[config.mk]
export PLATFORM = sky130hd
export DESIGN_NAME = sqrt_share_arb
export DESIGN_NICKNAME = d
export VERILOG_FILES = /design/src/rtl/sqrt_share_arb.sv
export SDC_FILE = /design/constraint.sdc
export NUM_CORES = 1
export LEC_CHECK = 0
export ABC_AREA = 1
export BUFFER_PORTS_ARGS = -buffer_cell sky130_fd_sc_hd__buf_2
export CAP_MARGIN = 0
export CORE_UTILIZATION = 45
export CTS_BUF_LIST = sky130_fd_sc_hd__clkbuf_4
export DETAILED_ROUTE_END_ITERATION = 7
export PLACE_DENSITY = 0.71
export RECOVER_POWER = 25
export SLEW_MARGIN = 20
export SYNTH_ARGS = -nofsm -noshare
export SYNTH_HDL_FRONTEND = slang
export SYNTH_SLANG_ARGS = --single-unit
[constraint.sdc]
create_clock -name clk -period 2.8 [get_ports clk]
set_clock_uncertainty 0.1 [all_clocks]
set_input_delay 0.14 -clock clk [delete_from_list [all_inputs] [get_ports clk]]
set_output_delay 0.14 -clock clk [all_outputs]
set_load 0.01 [all_outputs]
[src/rtl/sqrt_share_arb.sv]
// Round-robin arbiter sharing one multi-cycle square-root core among NUM_REQ requesters.
// One transaction at a time: ARB -> ISSUE -> WAIT -> RESP, with a WAIT watchdog.
module sqrt_share_arb #(
  parameter int NUM_REQ   = 4,
  parameter int IN_WIDTH  = 32,
  parameter int OUT_WIDTH = IN_WIDTH / 2,
  parameter int TIMEOUT   = 64
) (
  input  logic                          clk,
  input  logic                          rst,
  input  logic [NUM_REQ-1:0]            req_valid,
  output logic [NUM_REQ-1:0]            req_ready,
  input  logic [NUM_REQ*IN_WIDTH-1:0]   req_data,
  output logic [NUM_REQ-1:0]            rsp_valid,
  input  logic [NUM_REQ-1:0]            rsp_ready,
  output logic [OUT_WIDTH-1:0]          rsp_root,
  output logic                          rsp_neg,
  output logic                          rsp_err,
  output logic                          core_start,
  output logic [IN_WIDTH-1:0]           core_x,
  input  logic [OUT_WIDTH-1:0]          core_y,
  input  logic                          core_done,
  input  logic                          core_is_neg,
  output logic                          busy,
  output logic [2:0]                    grant_id,
  output logic                          err_sticky
);

  localparam int CW = $clog2(TIMEOUT + 1);

  typedef enum logic [1:0] {ARB, ISSUE, WAIT, RESP} state_t;

  state_t               state;
  logic [2:0]           last_grant;
  logic [IN_WIDTH-1:0]  operand;
  logic [CW-1:0]        wait_cnt;

  logic                 win_found;
  logic [2:0]           win_idx;
  logic [NUM_REQ-1:0]   win_oh;
  logic [IN_WIDTH-1:0]  win_data;
  logic [NUM_REQ-1:0]   grant_oh;

  // Scan candidates in order last_grant+1, +2, ...; the first valid one wins.
  always_comb begin
    win_found = 1'b0;
    win_idx   = '0;
    win_oh    = '0;
    win_data  = '0;
    for (int unsigned k = 1; k <= NUM_REQ; k++) begin
      for (int unsigned i = 0; i < NUM_REQ; i++) begin
        if (!win_found && req_valid[i] &&
            i == (32'(last_grant) + k) % NUM_REQ) begin
          win_found = 1'b1;
          win_idx   = 3'(i);
          win_oh[i] = 1'b1;
          win_data  = req_data[i*IN_WIDTH +: IN_WIDTH];
        end
      end
    end
  end

  always_comb begin
    grant_oh = '0;
    for (int unsigned i = 0; i < NUM_REQ; i++) begin
      grant_oh[i] = (32'(grant_id) == i);
    end
  end

  assign req_ready = (state == ARB && !rst) ? win_oh : '0;
  assign busy      = (state != ARB);
  assign core_x    = operand;

  always_ff @(posedge clk) begin
    if (rst) begin
      state      <= ARB;
      last_grant <= 3'(NUM_REQ - 1);
      operand    <= '0;
      wait_cnt   <= '0;
      grant_id   <= '0;
      err_sticky <= 1'b0;
      rsp_valid  <= '0;
      rsp_root   <= '0;
      rsp_neg    <= 1'b0;
      rsp_err    <= 1'b0;
      core_start <= 1'b0;
    end else begin
      core_start <= 1'b0;
      unique case (state)
        ARB: begin
          if (win_found) begin
            operand    <= win_data;
            grant_id   <= win_idx;
            core_start <= 1'b1;
            state      <= ISSUE;
          end
        end
        ISSUE: begin
          wait_cnt <= '0;
          state    <= WAIT;
        end
        WAIT: begin
          if (core_done) begin
            rsp_root  <= core_y;
            rsp_neg   <= core_is_neg;
            rsp_err   <= 1'b0;
            rsp_valid <= grant_oh;
            state     <= RESP;
          end else if (32'(wait_cnt) == TIMEOUT - 1) begin
            // TIMEOUT-th WAIT cycle without completion: abort with an error response.
            rsp_root   <= '0;
            rsp_neg    <= 1'b0;
            rsp_err    <= 1'b1;
            err_sticky <= 1'b1;
            rsp_valid  <= grant_oh;
            state      <= RESP;
          end else begin
            wait_cnt <= wait_cnt + 1'b1;
          end
        end
        RESP: begin
          if (|(rsp_valid & rsp_ready)) begin
            rsp_valid  <= '0;
            last_grant <= grant_id;
            state      <= ARB;
          end
        end
      endcase
    end
  end

endmodule

Word level (Yosys, flattened, before mapping)
Cells that the tools add are included.
{"block": "word_totals", "out_inout_bits": 64, "wordCells": 192, "regBits": 70}
{"block": "op_classes", "mux": 82, "reduce_logical": 67, "n_eq_ne": 24, "n_addsub": 5, "bitwise_logic": 3}
{"cell": "32-bit 2-to-1 mux", "count": 16}
{"cell": "32-bit zero test", "count": 4}
{"cell": "3-bit 2-to-1 mux", "count": 14}
{"cell": "1-bit 2-to-1 mux", "count": 37}
{"cell": "1-bit logical AND", "count": 32}
{"cell": "16-bit 2-to-1 mux", "count": 2}
{"cell": "2-bit equality test, first input constant", "count": 8}
{"cell": "1-bit zero test", "count": 16}
{"cell": "4-bit 2-to-1 mux", "count": 4}
{"cell": "7-bit 2-to-1 mux", "count": 2}
{"cell": "7-bit case mux with 2 select lines", "count": 1}
{"cell": "3-bit AND reduction", "count": 4}
{"cell": "1-bit by 2-bit equality test with 1-bit output, first input constant", "count": 4}
{"cell": "2-bit 2-to-1 mux", "count": 4}
{"cell": "2-bit != test, second input constant", "count": 4}
{"cell": "2-bit case mux with 4 select lines", "count": 1}
{"cell": "4-bit case mux with 2 select lines", "count": 1}
{"cell": "2-bit nonzero test", "count": 4}
{"cell": "7-bit by 1-bit adder with 7-bit output, second input constant", "count": 1}
{"cell": "7-bit by 6-bit equality test with 1-bit output, second input constant", "count": 1}
{"cell": "3-bit by 2-bit equality test with 1-bit output, second input constant", "count": 2}
{"cell": "2-bit AND reduction", "count": 3}
{"cell": "2-bit by 1-bit adder with 2-bit output, second input constant", "count": 2}
{"cell": "2-bit adder, second input constant", "count": 2}
{"cell": "10 further kinds", "count": 12}

Depth between registers and ports, before layout
Gate-level depths: netlist of run 1.
{"block": "logic_depth", "ltp_word": 66, "mapped_depth": 19, "ltp_nobuf": 18}

Worst setup path after synthesis of run 1
OpenSTA, ideal clock, no wires.
{"block": "synth_timing", "path_kind": "register to register", "from": "register last_grant[1]", "to": "register operand[10] (netlist: core_x[10])", "t_arrival_ns": 2.109, "path_buffers": 1, "required_ns": 2.568, "slack_ns": 0.459, "period_less_slack_ns": 2.341, "path_stages_with_launch": 15, "setup_time_ns": 0.132, "path_cell_list": "dfxtp_1 > inv_1 > nand3_1 > nand3_2 > nor2_4 > nand4_1 > nor2_4 > nand4_4 > nor3_2 > nand4_1 > nand2_1 > clkbuf_1 > nor2_1 > nand2_1 > a21oi_1"}
{"block": "synth_between", "elab_chain_len": 65, "elab_cells_between_ends": 99, "classes_between": "add/sub (4); eq/ne (12); mux (32); reduce/logical (51)"}
{"item": "from (decl)", "line_no": "34", "source": "logic [2:0] last_grant;"}
{"item": "from (signal assigned)", "line_no": "77", "source": "last_grant <= 3'(NUM_REQ - 1);"}
{"item": "from (signal assigned)", "line_no": "124", "source": "last_grant <= grant_id;"}
{"item": "2-bit by 1-bit adder with 2-bit output", "line_no": "53", "source": "i == (32'(last_grant) + k) % NUM_REQ) begin"}
{"item": "32-bit zero test", "line_no": "53"}
{"item": "1-bit logical AND", "line_no": "52", "source": "if (!win_found && req_valid[i] &&"}
{"item": "1-bit 2-to-1 mux", "line_no": "52"}
{"item": "1-bit zero test", "line_no": "52"}
{"item": "1-bit logical AND (2 in a row)", "line_no": "52"}
{"item": "1-bit 2-to-1 mux", "line_no": "52"}
{"item": "1-bit zero test", "line_no": "52"}
{"item": "[... 46 more ...]"}
{"item": "1-bit 2-to-1 mux", "line_no": "52"}
{"item": "1-bit zero test", "line_no": "52"}
{"item": "1-bit logical AND (2 in a row)", "line_no": "52"}
{"item": "1-bit 2-to-1 mux", "line_no": "52"}
{"item": "1-bit zero test", "line_no": "52"}
{"item": "1-bit logical AND (2 in a row)", "line_no": "52"}
{"item": "1-bit 2-to-1 mux", "line_no": "52"}
{"item": "2-bit AND reduction (no line)"}
{"item": "to (signal assigned)", "line_no": "92", "source": "operand <= win_data;"}
{"item": "to (decl)", "line_no": "35", "source": "logic [IN_WIDTH-1:0] operand;"}
Several ways; a longest one is shown, not always the timed one.
A chain may end at the register's enable or synchronous reset.

Final worst setup path of run 1
{"block": "layout_timing", "from": "register last_grant[1]", "to": "output req_ready[3]"}
{"block": "layout_between", "elab_chain_len": 65, "elab_cells_between_ends": 86, "classes_between": "add/sub (4); eq/ne (12); mux (20); reduce/logical (50)"}
{"item": "2-bit by 1-bit adder with 2-bit output", "line_no": "53"}
{"item": "32-bit zero test", "line_no": "53"}
{"item": "1-bit logical AND", "line_no": "52"}
{"item": "1-bit 2-to-1 mux", "line_no": "52"}
{"item": "1-bit zero test", "line_no": "52"}
{"item": "1-bit logical AND (2 in a row)", "line_no": "52"}
{"item": "1-bit 2-to-1 mux", "line_no": "52"}
{"item": "1-bit zero test", "line_no": "52"}
{"item": "[... 46 more ...]"}
{"item": "1-bit 2-to-1 mux", "line_no": "52"}
{"item": "1-bit zero test", "line_no": "52"}
{"item": "1-bit logical AND (2 in a row)", "line_no": "52"}
{"item": "1-bit 2-to-1 mux", "line_no": "52"}
{"item": "1-bit zero test", "line_no": "52"}
{"item": "1-bit logical AND (2 in a row)", "line_no": "52"}
{"item": "1-bit 2-to-1 mux (*)", "line_no": "52"}
{"item": "4-bit 2-to-1 mux (*)", "line_no": "70", "source": "assign req_ready = (state == ARB && !rst) ? win_oh : '0;"}
{"item": "to (decl)", "line_no": "12", "source": "output logic [NUM_REQ-1:0] req_ready,"}
Every way passes the cells marked *; elsewhere a longest branch is shown, timed or not.

==> results of run 1 <==
[routing by layer]
layer	vias up	wire [µm]	share of wire
li1	5301	-	-
met1	4863	12600	0.39
met2	787	14100	0.44
met3	142	4300	0.13
met4	2	1390	0.043
met5	-	8	0.00025
[metrics by stage]
step	TNS, ns	std cells
global route	-0.593	1999
global placement	0	1906
finish	-0.0924	2001
floorplan	0	1504
CTS	0	1978
detailed placement	0	1906
[placed cells by master, fill, tap and decap left out, types with 9 or more instances in the layout]
cell,n
nand4_1,74
clkbuf_1,31
dlygate4sd3_1,48
nand3_1,186
nor2_4,9
buf_4,69
nand2_1,365
clkbuf_4,9
nor2_1,472
inv_1,126
a21oi_1,60
dfxtp_1,67
buf_2,186
[logic make-up (layout without fill, tap and decap cells)]
| group | Yosys count | after routing | synth area share |
|---|---|---|---|
| simple gates | 1127 | 1127 | 0.631 |
| buf+inv | 222 | 499 | 0.117 |
| compound gates | 77 | 77 | 0.0552 |
| flops | 69 | 69 | 0.184 |
| fa+ha+maj | 6 | 6 | 0.0100 |
| xor+xnor | 2 | 2 | 0.00233 |
| other cells | 1 | 5 | 0.000500 |
[worst min-delay path, cell delays in order]
cell and delay, ns:
buf_2 0.12, nor2_1 0.12, nor2_1 0.05, nand2_1 0.06, a21oi_1 0.05
[area by class of cell]
| class | instances | area, µm² |
|---|---|---|
| Multi-Input combinational cell | 1213 | 5400 |
| Fill cell | 1585 | 5990 |
| Timing Repair Buffer | 349 | 2300 |
| Clock inverter | 7 | 121 |
| Clock buffer | 9 | 67.6 |
| Tap cell | 216 | 270 |
| Antenna cell | 4 | 10.0 |
| Sequential cell | 69 | 1390 |
| Inverter | 134 | 514 |
[flip-flops by register name (all words and copies together) (netlist names)]
| name | count |
|---|---|
| core_x | 32 |
| state | 2 |
| err_sticky | 1 |
| last_grant | 2 |
| rsp_err | 1 |
| rsp_valid | 4 |
| rsp_root | 16 |
| grant_id | 2 |
| rsp_neg | 1 |
| wait_cnt | 7 |
| core_start | 1 |
[report_power, final]
| part | internal (µW) | switching, µW | total [µW] |
|---|---|---|---|
| Combinational | 1050 | 1780 | 2820 |
| Clock | 458 | 469 | 927 |
| Sequential | 1200 | 153 | 1350 |
| Total | 2710 | 2400 | 5100 |
[what timing repair did]
action / in CTS / in global routing
resized for setup: 17 / 30
buffers inserted: 7 / 18
endpoints found under the setup margin: 4 / 20
gates cloned: 1 / 1
hold buffers: 48 / 0
endpoints found under the hold margin: 50 / 0
pin swaps: 7 / 10
[final timing paths]
check                  to           from  cells after the start  slack (ns)
max          req_ready[3]  last_grant[1]                     13       -0.05
min            core_x[23]  req_data[119]                      5        0.02
max reg2reg    core_x[26]  last_grant[1]                     17        0.06
min reg2reg   wait_cnt[6]    wait_cnt[6]                      2        0.35
==> summary.md, run 1 <==
| Metric | Value |
|---|---|
| Failing checks | `negative setup slack` |
| CTS buffer count | `9` |
| Util after Layout | `0.627` |
| Overall Power | `5100 µW` |
| Max H-tree Level | `3` |
| Layout cell share with drive strength beyond 1 | `0.181` |
| GRT busiest layer | `met2` |
| Fin crit share | `1.02` |
| Drt drc | `0` |
| Register area share after synthesis | `0.184` |
| Setup WS post-layout | `-0.0489 ns` |
| Core Area | `16,100 µm²` |
| GR Util met1 | `0.481` |
| Vias in the first global route | `between 10k and 15k` |
| CP dominant cell by count | `nor2_4` |
| Post-route cell area | `between 10,000 and 15,000 µm²` |
| Die area | `between 15,000 and 20,000 µm²` |
| Data required, critical path | `2.56 ns` |
| Post-DRT Antenna Nets | `0` |
| RD Place Congestion | `roughly 0.94` |
| Final setup violation count | `3` |
| Largest net degree at the start of global routing | `55` |
| Pwr dens | `507 nW/µm²` |
| Unrepaired setup endpoints after global routing | `true` |
| Met2 usage | `0.580` |
| Global Route Usage Sum | `0.367` |
| Warnings from Yosys | `0` |
| Post-synth top area share | `0.240` |
| Total global routing overflow | `0` |
| Largest area contributor in the netlist | `nor2_1` |
| Synth Net Count | `1,666` |
| CP endpoint kind | `output port` |
| DPL Wire Length | `about 21,000 µm` |
| DR vias | `11.1k` |
| Synth Flop Type | `dfxtp_1` |
| Clock-pin slew on the worst setup and hold paths | `0.17 ns` |
| Global-route wire length before repair | `between 50,000 and 60,000 µm` |
| Hold/Removal Path Class | `in -> reg` |
| I/O Pins | `220` |
| Gate Count Post-Synth | `1,504` |
| Max-Cap Viols | `0` |
| Synthesized area per cell | `4.99 µm²` |
| Kind of critical path | `reg -> out` |
| Average wire per cell in the routed design | `16.2 µm` |
| Outcome | `finished, violations left` |
| Nature of the critical path startpoint | `register` |
| Post-DP Area | `9000 µm²` |
| Cell Chain, Critical Path | `inv_6 > nor2_4 > inv_4 > nor2_4 > inv_1 > nand4_1 > nor2_4 > nand4_4 > nor3_4 > nand4_1 > buf_6 > a21oi_4 > buf_6` |
| Initial core utilization | `0.468` |
| Lkg Pwr | `0.00520 µW` |
| WP buf/inv | `5` |
| Drt first pass iters | `6` |
| GR Util met3 | `0.0610` |
| Initial antenna violation count | `4` |
| Port Buffers | `between 200 and 250` |
| Slew Limit Headroom | `0.549` |
| Clock root cell | `clkbuf_4` |
| Slew Limit Fails | `0` |
| Asr flop ratio synth | `0` |
| Area of the mapped netlist | `7510 µm²` |
| Crit-path max FO | `4` |
| Total wire length | `32,300 µm` |
| Fin. Hold Viols | `0` |
| Die H | `131 µm` |
| Slew @ Worst Pin | `~0.68 ns` |
| Largest cells by area after synthesis | `nor2_1 (24%), nand2_1 (18%), dfxtp_1 (18%)` |
| Die X | `roughly 130 µm` |
| Count leader, synth | `nor2_1` |
| Slowest cell on the critical path | `dfxtp_4` |
| # clock sinks | `69` |
| Fin nets | `1,938` |
| Synth cell types | `34` |
| Cell family with most CP delay | `simple AND/OR/NAND/NOR gates` |
| Hold WS | `about 0.023 ns` |
| Row count | `46` |
| TritonCTS clock tree | `built` |
| #FFs+latches synth | `69` |
| Worst-skew pair later-pin latency | `roughly 0.5 ns` |
| WP data arrival | `2.61 ns` |
| Most instantiated cells after synthesis | `nor2_1 (480), nand2_1 (369), nand3_1 (189)` |
| Synth-to-Final Area Change | `34.1%` |
| Fmax | `around 350 MHz` |
| Number of synthesized flops with an enable pin | `0` |
| Setup Slack @ Placement | `0.239 ns` |
| Peak supply drop | `~0.33 mV` |
| DR vias/cell | `5.54` |
| Clock tree buffer depth | `2` |
| Worst path max stage delay | `0.42 ns` |
| First DRT Iteration DRCs | `1,302` |
| Final worst path period need | `around 2.8 ns` |
Note: power is estimated with default switching activity, not from simulation.
==> inputs of run 2 (changes only) <==
REMOVE_ABC_BUFFERS = 1   (was unset)
==> summary.md, run 2 (same netlist as run 1, synthesis figures left out) <==
| Metric | Value |
|---|---|
| Clock tree buffer depth | `2 (unchanged)` |
| Largest net degree at the start of global routing | `55 (unchanged)` |
| Met3 WL post-DR | `3510 µm (-18%)` |
| Met1 wire length | `12,300 µm (-2.0%)` |
| Drt first pass iters | `6 (unchanged)` |
| Pwr dens | `488 nW/µm² (-3.7%)` |
| Setup TNS | `0 ns (+0.0924 ns)` |
| First DRT Iteration DRCs | `1,255 (-3.6%)` |
| Max H-tree Level | `3 (unchanged)` |
| Average wire per cell in the routed design | `15.8 µm (-2.0%)` |
| Layout fillers | `1,606 (+1.3%)` |
| I/O Pins | `220 (unchanged)` |
| Port Buffers | `218 (unchanged)` |
| Synth-to-Final Area Change | `32.7%` |
| Final worst path period need | `2.79 ns (-0.0604 ns)` |
| Layout cell share with drive strength beyond 1 | `0.174 (-0.00757)` |
| Clock-pin slew on the worst setup and hold paths | `0.14 ns (-0.03 ns)` |
| Outcome | `finished clean` |
| Die area | `17,200 µm² (unchanged)` |
| Post-DRT Antenna Nets | `0 (unchanged)` |
| Crit-path max FO | `7 (+3)` |
| WP data arrival | `2.55 ns (-0.06 ns)` |
| Vias in the first global route | `9,996 (-1.3%)` |
| Slew Limit Headroom | `0.536 (-0.0131)` |
| Unrepaired setup endpoints after global routing | `true` |
| Drt drc | `0 (unchanged)` |
| Global Route Usage Sum | `0.358 (-0.00855)` |
| Largest register FFs | `32 (unchanged)` |
| DR vias | `11.0k (-0.68%)` |
| Slew Limit Fails | `0 (unchanged)` |
| Slew @ Worst Pin | `0.696 ns (+0.0197 ns)` |
| Die H | `131 µm (unchanged)` |
| Max-Cap Viols | `0 (unchanged)` |
| RD Place Congestion | `0.926 (-1.7%)` |
| Fin. Hold Viols | `0 (unchanged)` |
| Top sig layer | `met5` |
| Leading cell type in the layout, fill and taps excluded | `nor2_1` |
| CP endpoint kind | `output port` |
| Dpl cells | `1,899 (-0.37%)` |
| Initial antenna violation count | `2 (-2)` |
| DR vias/cell | `5.52 (-0.38%)` |
| Kind of critical path | `reg -> out` |
| Fmax | `359 MHz (+2.2%)` |
| Row count | `46 (unchanged)` |
| Nature of the critical path startpoint | `register` |
| Global-route wire length before repair | `50,200 µm (-1.7%)` |
| Total global routing overflow | `0 (unchanged)` |
| Fin crit share | `0.996 (-0.0216)` |
| Met2 WL | `14,400 µm (+2.1%)` |
| Final setup violation count | `0 (-3)` |
| Final Non-Filler Cells | `1,995 (-0.30%)` |
| Peak supply drop | `0.436 mV (+32%)` |
| CTS buffer count | `9 (unchanged)` |
| Data required, critical path | `2.56 ns (about the same)` |
| DPL Wire Length | `20,000 µm (-5.5%)` |
| Die X | `131 µm (unchanged)` |
| Initial core utilization | `0.468 (unchanged)` |
| TritonCTS clock tree | `built` |
| Commonest cells after routing, fill and taps aside | `nor2_1 (474), nand2_1 (368), buf_2 (187), nand3_1 (185), inv_1 (125)` |
| Clock root cell | `clkbuf_4` |
| Core Area | `16,100 µm² (unchanged)` |
| Fin nets | `1,935 (-0.15%)` |
| Worst-skew pair later-pin latency | `0.47 ns (-0.02 ns)` |
| Total wire length | `31,600 µm (-2.3%)` |
| # clock sinks | `69 (unchanged)` |
| Hold/Removal Path Class | `in -> reg` |
| Lkg Pwr | `0.00515 µW (-0.93%)` |
[run 2: cell count changes in the layout (fill, tap and decap cells not counted), sizes merged, moves of 2 or more]
cell,delta
inv,+2
diode,-3
dlygate4sd3,+7
buf,-10
bufinv,-3
[run 2: layout make-up]
class                      instances  area [µm²]  area share
tap                              216         270      0.0271
inverter                         134         505      0.0507
clock buffer                       9        67.6     0.00678
sequential                        69        1390       0.139
multi-input combinational       1213        5360       0.538
timing repair buffer             346        2310       0.232
clock inverter                     7        65.1     0.00653
antenna                            1        2.50    0.000251
[run 2: worst max-delay path, cell delays in order (launching register included)]
cell and delay (ns):
dfxtp_4 0.43, nor2_2 0.07, nand2_2 0.09, nand3_4 0.09, nor2_4 0.10, nand4_1 0.13
nor2_4 0.15, nand4_4 0.14, nor3_4 0.25, nand4_1 0.19, buf_6 0.18, a21oi_2 0.10
buf_2 0.14
[run 2: layer usage]
| layer | track usage | vias to the layer above |
|---|---|---|
| met3 | 0.0629 | 145 |
| met2 | 0.589 | 714 |
| met4 | 0.184 | 2 |
| met1 | 0.447 | 4862 |
| met5 | 0 | - |
| li1 | - | 5297 |
[run 2: final timing paths]
path                                     from       endpoint  slack [ns]  depth (start not counted)
worst min-delay path             rsp_ready[0]  last_grant[0]        0.02                          4
worst min register to register    wait_cnt[6]    wait_cnt[6]        0.36                          2
worst max-delay path            last_grant[0]   req_ready[3]        0.01                         12
worst max register to register  last_grant[0]     core_x[17]        0.17                         16
[run 2: stage by stage]
stage               power (µW)  setup slack (ns)  utilization  hold WS (ns)  area (µm²)
finish                    4870            0.0115        0.621        0.0211        9960
global route              5250            -0.117        0.621        0.0577        9960
CTS                       4830            0.0147        0.616      0.000314        9890
detailed placement        3970             0.214        0.559         0.301        8970
global placement          3940             0.265        0.559         0.296        8970
floorplan                 2930             -1.17            -         0.109        7130
[run 2: what timing repair did]
| action | in CTS | in global routing |
|---|---|---|
| endpoints found under the hold margin | 53 | 0 |
| setup endpoints to repair | 4 | 34 |
| buffers inserted | 13 | 9 |
| resized for setup | 19 | 13 |
| hold buffers | 55 | 0 |
| gates cloned | 2 | 0 |
| pin swaps | 9 | 12 |
[run 2: power breakdown]
part / total (µW) / internal, µW / switching [µW] / leakage (µW)
clock network: 714 / 204 / 510 / 0.0000710
logic: 2810 / 1070 / 1740 / 0.00451
registers: 1340 / 1200 / 141 / 0.000564
